`config.mk`:
```
export PLATFORM = sky130hd
export DESIGN_NAME = svr_fifo_flat
export DESIGN_NICKNAME = d
export VERILOG_FILES = /design/src/rtl/svr_fifo_if.sv /design/src/rtl/svr_fifo.sv /design/src/flat_wrapper.sv
export SDC_FILE = /design/constraint.sdc
export NUM_CORES = 1
export LEC_CHECK = 0
export ABC_CLOCK_PERIOD_IN_PS = 11000
export BUFFER_PORTS_ARGS = -buffer_cell sky130_fd_sc_hd__buf_2
export CORE_ASPECT_RATIO = 0.75
export CORE_MARGIN = 1.5
export CORE_UTILIZATION = 35
export CTS_CLUSTER_DIAMETER = 50
export DETAILED_ROUTE_END_ITERATION = 8
export PLACE_DENSITY = 0.52
export SYNTH_ARGS = -nofsm -noshare
export SYNTH_HDL_FRONTEND = slang
export SYNTH_SLANG_ARGS = --single-unit
```
`constraint.sdc`:
```
create_clock -name clk -period 11 [get_ports clk]
set_clock_uncertainty 0.05 [all_clocks]
set_input_delay 0.55 -clock clk [delete_from_list [all_inputs] [get_ports clk]]
set_output_delay 0.55 -clock clk [all_outputs]
set_load 0.01 [all_outputs]
```
`src/rtl/svr_fifo_if.sv`:
```
// svr_fifo_if
//   Valid/ready word channel used on both sides of svr_fifo.
//   data  : transferred word
//   valid : sender has a word on data
//   ready : receiver can take the word this cycle
//   modport master : drives data/valid, observes ready
//   modport slave  : observes data/valid, drives ready
interface svr_fifo_if #(
    parameter int DATA_WIDTH = 32
);
    logic [DATA_WIDTH-1:0] data;
    logic                  valid;
    logic                  ready;

    modport master (output data, output valid, input ready);
    modport slave  (input data, input valid, output ready);
endinterface

```
`src/rtl/svr_fifo.sv`:
```
// svr_fifo
//   First-word-fall-through valid/ready FIFO with fully registered outputs,
//   intended to sit directly upstream of a monitored link.
//   clk   : rising-edge clock
//   rst   : asynchronous active-low reset
//   flush : synchronous clear of all stored words (beats push and pop)
//   s     : producer side (slave modport): s.data, s.valid in, s.ready out
//   m     : consumer side (master modport): m.data, m.valid out, m.ready in
//   count : number of stored words including the head word
module svr_fifo #(
    parameter int DATA_WIDTH = 32,
    parameter int DEPTH      = 4
) (
    input  logic                       clk,
    input  logic                       rst,
    input  logic                       flush,
    svr_fifo_if.slave                  s,
    svr_fifo_if.master                 m,
    output logic [$clog2(DEPTH+1)-1:0] count
);

    localparam int AW = $clog2(DEPTH);
    localparam int PW = AW + 1;
    localparam int CW = $clog2(DEPTH + 1);
    localparam logic [CW-1:0] DEPTH_C = CW'(DEPTH);

    logic [DATA_WIDTH-1:0] mem [DEPTH];

    logic [PW-1:0]         wr_ptr_q, wr_ptr_d;
    logic [PW-1:0]         rd_ptr_q, rd_ptr_d;
    logic [CW-1:0]         count_q, count_d;
    logic                  m_valid_q, m_valid_d;
    logic                  s_ready_q, s_ready_d;
    logic [DATA_WIDTH-1:0] m_data_q, m_data_d;

    logic                  push;
    logic                  pop;
    logic [PW-1:0]         fill;

    always_comb begin
        push = s.valid && s_ready_q && !flush;
        pop  = m_valid_q && m.ready && !flush;

        wr_ptr_d = wr_ptr_q + PW'(push);
        // Flush empties the FIFO by snapping the read pointer to the write pointer.
        rd_ptr_d = flush ? wr_ptr_q : (rd_ptr_q + PW'(pop));

        // Extra pointer MSB makes the modulo-2*DEPTH difference the exact fill level.
        fill      = wr_ptr_d - rd_ptr_d;
        count_d   = CW'(fill);
        m_valid_d = (fill != '0);
        s_ready_d = (count_d < DEPTH_C);

        // The head register only changes when a new word becomes the head:
        // after a pop, or when an empty FIFO receives a word. Otherwise it holds,
        // which also keeps m_data stable under backpressure and across flush.
        m_data_d = m_data_q;
        if (m_valid_d && (pop || !m_valid_q)) begin
            // New head is the word being written this very edge: bypass storage.
            if (rd_ptr_d == wr_ptr_q) begin
                m_data_d = s.data;
            end else begin
                m_data_d = mem[rd_ptr_d[AW-1:0]];
            end
        end
    end

    always_ff @(posedge clk or negedge rst) begin
        if (!rst) begin
            wr_ptr_q  <= '0;
            rd_ptr_q  <= '0;
            count_q   <= '0;
            m_valid_q <= 1'b0;
            s_ready_q <= 1'b0;
            m_data_q  <= '0;
        end else begin
            wr_ptr_q  <= wr_ptr_d;
            rd_ptr_q  <= rd_ptr_d;
            count_q   <= count_d;
            m_valid_q <= m_valid_d;
            s_ready_q <= s_ready_d;
            m_data_q  <= m_data_d;
        end
    end

    // Storage carries no reset; only entries behind the write pointer are ever read.
    always_ff @(posedge clk) begin
        if (push) begin
            mem[wr_ptr_q[AW-1:0]] <= s.data;
        end
    end

    assign s.ready = s_ready_q;
    assign m.valid = m_valid_q;
    assign m.data  = m_data_q;
    assign count   = count_q;

endmodule

```
`src/flat_wrapper.sv`:
```
// flat-port wrapper written by rule: the top's interface ports become plain ports
module svr_fifo_flat 
#(
    parameter int DATA_WIDTH = 32,
    parameter int DEPTH      = 4
)
  (clk, rst, flush, count, s_data, s_valid, s_ready, m_data, m_valid, m_ready);
  svr_fifo_if #(.DATA_WIDTH(DATA_WIDTH)) s_i ();
  svr_fifo_if #(.DATA_WIDTH(DATA_WIDTH)) m_i ();
  input  logic clk;
  input  logic rst;
  input  logic flush;
  output logic [$clog2(DEPTH+1)-1:0] count;
  input wire logic [$bits(s_i.data)-1:0] s_data;
  input wire logic [$bits(s_i.valid)-1:0] s_valid;
  output wire logic [$bits(s_i.ready)-1:0] s_ready;
  output wire logic [$bits(m_i.data)-1:0] m_data;
  output wire logic [$bits(m_i.valid)-1:0] m_valid;
  input wire logic [$bits(m_i.ready)-1:0] m_ready;
  assign s_i.data = s_data;
  assign s_i.valid = s_valid;
  assign s_ready = s_i.ready;
  assign m_data = m_i.data;
  assign m_valid = m_i.valid;
  assign m_i.ready = m_ready;
  svr_fifo #(.DATA_WIDTH(DATA_WIDTH), .DEPTH(DEPTH)) u_core (.clk(clk), .rst(rst), .flush(flush), .s(s_i), .m(m_i), .count(count));
endmodule
```
* Word-level counts from Yosys, hierarchy flattened
Memory sizes are Yosys's and may differ from the RTL's.
Cells that the tools add are included.
W data, S select, Z words.
** Cells by class
- $lt $le $gt $ge :: 1
- Reduce and logical (&&, ||, !) cells :: 9
- Equality and inequality tests :: 1
- Add/sub/neg operators :: 3
- Mux-type cells :: 4
** Operators with widths (number)
- $mux W32 :: 1
- $add A3 B1 Y3 :: 2
- $logic_and A1 B1 Y1 :: 5
- $eq A3 B3 Y1 :: 1
- $lt A3 B3 Y1 const B :: 1
- $mux W3 :: 1
- $reduce_bool A3 Y1 :: 1
- $sub A3 B3 Y3 :: 1
- $logic_not A1 Y1 :: 2
- $mux W1 :: 2
- $logic_or A1 B1 Y1 :: 1
** Storage, ports and cells
- RAM bits :: 128
- Output and inout bits :: 37
- Memories kept :: 1
- Register bits after elaboration :: 43
** Memories
- u_core.mem :: words 4, bits a word 32, rd ports 1, clocked after Yosys merged registers in 0, write ports 1, line svr_fifo.sv:27 : logic [DATA_WIDTH-1:0] mem [DEPTH];

* Longest topological paths before layout
Gate-level depths: netlist (run 1).
- Depth after elaboration :: 7
- Depth in mapped cells :: 14
- Depth with buffers taken out :: 11

* Least setup slack after synthesis (run 1)
Ideal clock, no wire load.
- Path kind :: input to register
- Start point :: input port flush
- End point :: memory u_core.mem[0][0], enable pin
- Stages on the path :: 2
- Required time :: 10.449 ns
- Path slack :: 6.630 ns
- Library setup time :: 0.501 ns
- Data arrival time :: 3.818 ns
- Path through :: buf_6 -> nor4_1
** On the way
- Longest elaborated chain between the ends :: 4
** RTL lines
- from (decl) :: line flat_wrapper.sv:12 : input logic flush;
- $logic_not A1 Y1 :: line svr_fifo.sv:41 : push = s.valid && s_ready_q && !flush;
- $logic_and A1 B1 Y1 :: line svr_fifo.sv:41
- $mux W1 :: line svr_fifo.sv:88 : if (push) begin
- $mux W1 (implied by the code) :: line svr_fifo.sv:89 : mem[wr_ptr_q[AW-1:0]] <= s.data;
- to (decl) :: line svr_fifo.sv:27
Every way passes these cells.

* Worst setup path after layout (run 1)
- Start point :: register u_core.m_valid_q, in the netlist u_core.m.valid
- End point :: register u_core.m_data_q[20], in the netlist u_core.m.data[20]
** On the way
- Longest elaborated chain between the ends :: 7
** RTL lines
- from (decl) :: line svr_fifo.sv:32 : logic m_valid_q, m_valid_d;
- from (signal assigned) :: line svr_fifo.sv:80 : m_valid_q <= m_valid_d;
- $logic_and A1 B1 Y1 (2 in series) :: line svr_fifo.sv:42 : pop = m_valid_q && m.ready && !flush;
- $add A3 B1 Y3 :: line svr_fifo.sv:46 : rd_ptr_d = flush ? wr_ptr_q : (rd_ptr_q + PW'(pop));
- $mux W3 :: line svr_fifo.sv:46
- $sub A3 B3 Y3 :: line svr_fifo.sv:49 : fill = wr_ptr_d - rd_ptr_d;
- $reduce_bool A3 Y1 :: line svr_fifo.sv:51 : m_valid_d = (fill != '0);
- $logic_and A1 B1 Y1 :: line svr_fifo.sv:58 : if (m_valid_d && (pop || !m_valid_q)) begin
- to (signal assigned) :: line svr_fifo.sv:82 : m_data_q <= m_data_d;
- to (decl) :: line svr_fifo.sv:34 : logic [DATA_WIDTH-1:0] m_data_q, m_data_d;
Several ways; a longest one is shown, not always the timed one.
A chain may end at the register's enable or synchronous reset.

==> metrics.csv, run 1 <==
stage,metric,value,unit
worst_setup_path,reg2reg path depth,12,
clock_tree,CTS tree,built,
floorplan,Starting Density,35.7,%
drt,WL final,13000,um
clock_tree,H-tree lvl count,4,
yosys,syn_nets,362,
yosys,top cell type's share of synthesized area,55.5,%
drt,DR DRC count,0,
global_route,first-pass GRT wire length,20200,um
worst_setup_path,CP Data Required Time,11.25,ns
global_route,GR Overflow Total,0,
global_route,vias in the first global route,3435,
timing,worst slew pin tran,1.13,ns
worst_setup_path,CP Launch Type,flip-flop,
finish,share of cells above drive strength 1,48.8,%
floorplan,# IOs,74,
drt,Via density,4.80,
worst_setup_path,r2r endpoint,u_core.m.data[20]$_DFFE_PN0P_,
worst_setup_path,CP Class,reg2reg,
drt,drt wl/cell,19.4,um
yosys,mean post-synth cell area,21.7,um2
floorplan,die area,20600,um2
drt,drt initial violations,197,
timing,"Hold Vio Cnt, Final",0,
place,DP Wirelength,7520,um
clock_tree,# resized after CTS,0,
power,Power Density,279,nW/um2
yosys,Synth top cells by count,"edfxtp_1, dfrtp_1, mux2_2, mux2_4, mux4_2",
worst_setup_path,WP data arrival,4.52,ns
clock_tree,Root Driver,clkbuf_16,
timing,final worst slack,6.73,ns
yosys,post-synthesis sequential area ratio,71.1,%
worst_setup_path,Crit. Startpoint,u_core.m.valid$_DFF_PN0_,
timing,final worst-path cycle share,38.8,%
finish,Area Overhead vs Synth,16.5,%
clock_tree,"Hold-fix buffers, CTS",0,
timing,unrepaired setup endpoints after global routing,no,
finish,Layout Utilization,41.6,%
place,IO Port Bufs,73,
timing,final slew viol count,0,
floorplan,Core Box Area,19400,um2
yosys,Post-synth EDFFs,128,
global_route,GRT Util Overall,13.6,%
run_status,status,"finished, final reports clean",
yosys,Synth cell types,24,
finish,Final Instance Area,8060,um2
yosys,"top cells by area, synth","edfxtp_1, dfrtp_1, mux4_2",
floorplan,die height,125,um
yosys,Yosys reg bits,171,
place,pre-CTS WS,6.26,ns
worst_setup_path,R2R Path Start,u_core.m.valid$_DFF_PN0_,
yosys,Post-Syn Area,6920,um2
worst_setup_path,Crit Path Max Fanout,35,
worst_setup_path,CP endpoint kind,flip-flop,
clock_tree,clock sink count,171,
global_route,initial antenna violation count,1,
worst_setup_path,R2R Setup Slk,6.73,ns
yosys,top-count cell post-synth,edfxtp_1,
global_route,pin count of the biggest net entering global routing,44,
yosys,Synth area leader,edfxtp_1,
drt,1st-pass router iterations,4,
place,Area after DPL,7550,um2
clock_tree,CTS buffer count,17,
clock_tree,Worst-Skew Late Latency,0.41,ns
clock_tree,Clock Path Buffers,2,
drt,routed vias,3209,
timing,Max-slew headroom,24.5,%
power,leakage,2.96,nW
power,total power,2.25,mW
yosys,warnings from Yosys,0,
timing,endpoints failing setup,0,
yosys,"FFs w/ async S/R, synth",25.1,%
floorplan,# rows,44,
min_path,hold crit path type,in2async,
timing,Period minus WS final,4.27,ns
floorplan,Die W,165,um
yosys,cell count after synthesis,319,
timing,fmax,234,MHz
finish,fin nets,444,
clock_tree,post-CTS setup buffer count,0,
clock_tree,"CTS clk-pin slew, worst paths",0.06,ns
place,GP Congestion,0.672,
timing,setup TNS,0,ns
power,Max VDD drop,0.000135,V
yosys,Main synth FF type,edfxtp_1,
flow_run,Max Cap Viol,0,
drt,Final ANT Viol Nets,0,
worst max-delay path, stage by stage (launching register included):
cell      delay (ns)
dfrtp_1         0.39
nand2_1         0.07
nor2_1          0.05
ha_1            0.19
ha_1            0.30
mux2_4          0.52
xnor2_1         0.21
ha_1            0.20
o21bai_2        0.18
xor3_1          0.45
a21oi_4         0.68
buf_4           0.46
mux2_2          0.37
stage by stage:
step,hold slack (ns),cells
6_report,0.176,668
5_1_grt,0.220,667
4_1_cts,0.200,667
3_5_place_dp,0.438,635
3_3_place_gp,0.432,635
2_1_floorplan,0.204,319
layout by cell type, fill, tap and decap left out, types with 5 or more instances in the layout:
cell type | synthesis | final
buf_2 | 0 | 73
clkbuf_1 | 3 | 9
clkbuf_16 | 0 | 17
dfrtp_1 | 43 | 43
edfxtp_1 | 128 | 128
ha_1 | 6 | 6
inv_1 | 5 | 5
mux2_2 | 36 | 36
mux2_4 | 31 | 31
mux4_2 | 29 | 29
nand2_1 | 5 | 5
sequential cells by signal, indices dropped and copies added, names as in the netlist:
signal,flops
u_core.mem,128
u_core.m.data,32
u_core.count,3
u_core.rd_ptr_q,3
u_core.wr_ptr_q,3
u_core.m.valid,1
u_core.s.ready,1
final cells by class:
type,count,area [um2]
tap,253,317
multi-input combinational,129,1900
clock inverter,4,21.3
inverter,5,18.8
fill,1736,11300
clock buffer,28,487
antenna,1,2.50
timing repair buffer,77,395
sequential,171,4920
power breakdown:
group	internal (mW)	total [mW]	switching, mW	leakage (nW)
Clock	0.300	0.526	0.226	0.244
Combinational	0.457	0.840	0.383	1.06
Sequential	0.823	0.883	0.0594	1.66
Total	1.58	2.25	0.668	2.96
cell families after synthesis:
logic type / after synthesis / share of synthesized area (%)
flip-flops: 171 / 71.1
multiplexers: 99 / 23.2
buffers and inverters: 19 / 2.12
AND/OR/NAND/NOR: 14 / 0.868
XOR/XNOR: 7 / 1.30
adder cells (fa/ha/maj): 6 / 1.08
AO/OA/AOI/OAI: 3 / 0.380
worst max-delay path by stage:
| stage | to | slack [ns] | cells after the start |
|---|---|---|---|
| after floorplan | u_core.mem[0][0]$_DFFE_PP_ | 6.63 | 2 |
| after global placement | u_core.m.data[22]$_DFFE_PN0P_ | 6.33 | 12 |
| after detailed placement | u_core.m.data[22]$_DFFE_PN0P_ | 6.26 | 12 |
| after CTS | u_core.m.data[21]$_DFFE_PN0P_ | 6.63 | 12 |
| after global routing | u_core.m.data[21]$_DFFE_PN0P_ | 6.43 | 12 |
| final | u_core.m.data[20]$_DFFE_PN0P_ | 6.73 | 12 |
routing by layer:
metal  share of wire, %  track usage, %  vias to the layer above  wire, um
met1                 49            19.5                     1692      6350
met4               0.78            3.15                        0       101
li1                   -               -                     1446         -
met3                4.8            4.66                       11       624
met5                  0               0                        -         0
met2                 45            20.0                       60      5890
(Power assumes the default switching activity.)
==> inputs of run 2 (changes only) <==
--- a/config.mk
+++ b/config.mk
@@ -5,14 +5,15 @@
 export SDC_FILE = /design/constraint.sdc
 export NUM_CORES = 1
 export LEC_CHECK = 0
-export ABC_CLOCK_PERIOD_IN_PS = 11000
+export ABC_AREA = 1
+export ABC_CLOCK_PERIOD_IN_PS = 3500
 export BUFFER_PORTS_ARGS = -buffer_cell sky130_fd_sc_hd__buf_2
 export CORE_ASPECT_RATIO = 0.75
 export CORE_MARGIN = 1.5
 export CORE_UTILIZATION = 35
 export CTS_CLUSTER_DIAMETER = 50
 export DETAILED_ROUTE_END_ITERATION = 8
-export PLACE_DENSITY = 0.52
+export PLACE_DENSITY = 0.54
 export SYNTH_ARGS = -nofsm -noshare
 export SYNTH_HDL_FRONTEND = slang
 export SYNTH_SLANG_ARGS = --single-unit
==> constraint.sdc (replaced) <==
create_clock -name clk -period 3.5 [get_ports clk]
set_clock_uncertainty 0.05 [all_clocks]
set_input_delay 0.175 -clock clk [delete_from_list [all_inputs] [get_ports clk]]
set_output_delay 0.175 -clock clk [all_outputs]
set_load 0.01 [all_outputs]
==> run 2 against run 1 <==
  * Largest cell class unchanged
  * Critical path type unchanged
  * First-iteration DRC count grew 130%
  * Via count up 75%
  * Area after synthesis grew 14%
==> metrics.csv, run 2 <==
stage,metric,value,unit
clock_tree,post-CTS setup buffer count,0,
clock_tree,"CTS clk-pin slew, worst paths",0.07,ns
finish,Non-Filler Instances,1208,
power,Power Density,837,nW/um2
worst_setup_path,Crit. Startpoint,u_core.m.valid$_DFF_PN0_,
yosys,warnings from Yosys,0,
floorplan,die height,133,um
worst_setup_path,r2r endpoint,u_core.m.data[0]$_DFFE_PN0P_,
yosys,Synth area leader,edfxtp_1,
finish,FILL cells,2197,
finish,Area Overhead vs Synth,19.4,%
floorplan,# rows,47,
floorplan,die area,23500,um2
timing,Max-slew headroom,30.6,%
finish,fin nets,944,
yosys,mean post-synth cell area,9.82,um2
yosys,"FFs w/ async S/R, synth",25.1,%
flow_run,Max Cap Viol,0,
worst_setup_path,worst setup path endpoint,u_core.m.data[0]$_DFFE_PN0P_,
timing,Period minus WS final,2.74,ns
clock_tree,"Hold-fix buffers, CTS",33,
worst_setup_path,CP Data Required Time,3.82,ns
worst_setup_path,Crit Path Max Fanout,22,
floorplan,Die W,177,um
yosys,Yosys reg bits,171,
floorplan,Core Box Area,22100,um2
timing,unrepaired setup endpoints after global routing,no,
global_route,first-pass GRT wire length,31700,um
clock_tree,H-tree lvl count,4,
power,Clk pwr share,24.1,%
drt,DR DRC count,0,
place,IO Port Bufs,73,
place,dpl cells,1143,
drt,Via density,4.65,
yosys,top cell type's share of synthesized area,48.6,%
timing,setup TNS,0,ns
power,Int Power,4.68,mW
timing,final slew viol count,0,
drt,routed vias,5621,
finish,Largest register FFs,128,
finish,# diodes,0,
drt,WL final,19300,um
clock_tree,Root Driver,clkbuf_16,
min_path,hold crit path type,in2reg,
yosys,cell count after synthesis,806,
clock_tree,Clock Path Buffers,2,
yosys,Main synth FF type,edfxtp_1,
drt,drt initial violations,454,
power,Max VDD drop,0.000447,V
timing,final worst-path cycle share,78.2,%
worst_setup_path,CP endpoint kind,flip-flop,
floorplan,# IOs,74,
floorplan,Starting Density,35.8,%
drt,drt wl/cell,16.0,um
timing,Hold WS,0.0992,ns
power,logic gate share of total power,40.9,%
finish,Layout Utilization,42.7,%
power,Sw Pwr,3.23,mW
global_route,initial antenna violation count,0,
power,total power,7.91,mW
timing,endpoints failing setup,0,
timing,"Hold Vio Cnt, Final",0,
yosys,syn_nets,849,
timing,worst slew pin tran,1.04,ns
timing,fmax,365,MHz
drt,Final ANT Viol Nets,0,
clock_tree,Worst-Skew Late Latency,0.43,ns
clock_tree,clock sink count,171,
worst_setup_path,R2R Setup Slk,0.76,ns
clock_tree,# resized after CTS,0,
yosys,Post-Syn Area,7910,um2
worst_setup_path,reg2reg path depth,15,
yosys,Synth top cells by count,"nand2_1, edfxtp_1, inv_1, nand3_1, dfrtp_1",
finish,most frequent cells in the layout,"nand2_1, edfxtp_1, inv_1, nand3_1, buf_2",
power,Sw Ratio,40.8,%
worst_setup_path,CP Class,reg2reg,
global_route,GR Overflow Total,0,
clock_tree,CTS buffer count,17,
power,Reg power frac,35.0,%
finish,share of cells above drive strength 1,15.8,%
yosys,post-synthesis sequential area ratio,62.2,%
worst_setup_path,WP data arrival,3.05,ns
worst_setup_path,R2R Path Start,u_core.m.valid$_DFF_PN0_,
finish,"commonest non-fill, non-tap cell in the layout",nand2_1,
global_route,vias in the first global route,5691,
power,leakage,4.38,nW
yosys,"top cells by area, synth","edfxtp_1, dfrtp_1, nand2_1",
global_route,GRT Util Overall,17.8,%
run_status,status,"finished, final reports clean",
global_route,pin count of the biggest net entering global routing,66,
drt,1st-pass router iterations,5,
yosys,Synth cell types,24,
yosys,top-count cell post-synth,nand2_1,
worst_setup_path,CP Launch Type,flip-flop,
place,DP Wirelength,10800,um
yosys,Post-synth EDFFs,128,
place,GP Congestion,0.738,
clock_tree,CTS tree,built,
## run 2: changes by cell type after synthesis, sizes merged, moves of 10 or more
cell	delta
buf	+21
clkbuf	+10
inv	+109
mux2	-67
mux4	-32
nand2	+281
nand3	+108
nand3b	+33
nand4	+34
## run 2: power groups by stage
stage               Sequential [mW]  Combinational [mW]  Clock [mW]
floorplan                      2.86                2.26           0
global placement               2.82                3.22           0
detailed placement             2.81                3.26           0
CTS                            2.78                3.28        1.95
global route                   2.81                3.71        2.05
finish                         2.77                3.23        1.91
## run 2: worst max-delay path, stage by stage, from the launching register on
cell     delay (ns)
dfrtp_1        0.41
nand2_1        0.12
nor2_1         0.05
ha_1           0.19
ha_1           0.35
nand2_4        0.08
nand2_4        0.07
xor2_1         0.15
inv_1          0.06
ha_1           0.30
nor2_1         0.19
nand3_4        0.10
nand2_2        0.22
buf_12         0.20
nand2_1        0.06
nand2_1        0.06
## run 2: layout make-up
type | instances | area (um2) | area share, %
multi-input combinational | 476 | 2320 | 24.6
clock buffer | 18 | 429 | 4.54
timing repair buffer | 121 | 821 | 8.69
inverter | 114 | 430 | 4.56
clock inverter | 14 | 160 | 1.70
sequential | 171 | 4920 | 52.1
tap | 294 | 368 | 3.89
## run 2: through the flow
step           worst slack, ns  area (um2)
2_1_floorplan            0.147        7910
3_3_place_gp             0.662        8530
3_5_place_dp             0.627        8530
4_1_cts                  0.746        9450
5_1_grt                  0.537        9450
6_report                 0.763        9450
## run 2: logic make-up (layout without fill, tap and decap cells)
logic type / after synthesis / in the layout / share of synthesized area [%]
and+or+nand+nor: 468 / 468 / 27.9
DFF: 171 / 171 / 62.2
buffers and inverters: 159 / 267 / 8.85
adders and majority gates: 6 / 6 / 0.949
AOI/OAI and AO/OA: 1 / 1 / 0.0632
xor gates and xnor gates: 1 / 1 / 0.111
## run 2: routing by layer
| layer | track usage (%) | up-vias | part of all wire, % |
|---|---|---|---|
| met2 | 27.3 | 126 | 44 |
| met3 | 3.74 | 13 | 5.0 |
| met1 | 25.7 | 2662 | 50 |
| met4 | 4.76 | 0 | 0.98 |
| met5 | 0 | - | 0 |
| li1 | - | 2820 | - |
## run 2: how the worst min path moves through the flow
stage / start / end / slack [ns] / depth (start not counted)
CTS: flush / u_core.rd_ptr_q[2]$_DFF_PN0_ / 0.08 / 4
detailed placement: s_data[0] / u_core.mem[2][0]$_DFFE_PP_ / 0.36 / 1
finish: flush / u_core.rd_ptr_q[2]$_DFF_PN0_ / 0.1 / 4
global placement: s_data[7] / u_core.mem[2][7]$_DFFE_PP_ / 0.36 / 1
global route: flush / u_core.rd_ptr_q[2]$_DFF_PN0_ / 0.11 / 4
floorplan: rst / u_core.count[0]$_DFF_PN0_ / -0.17 / 0
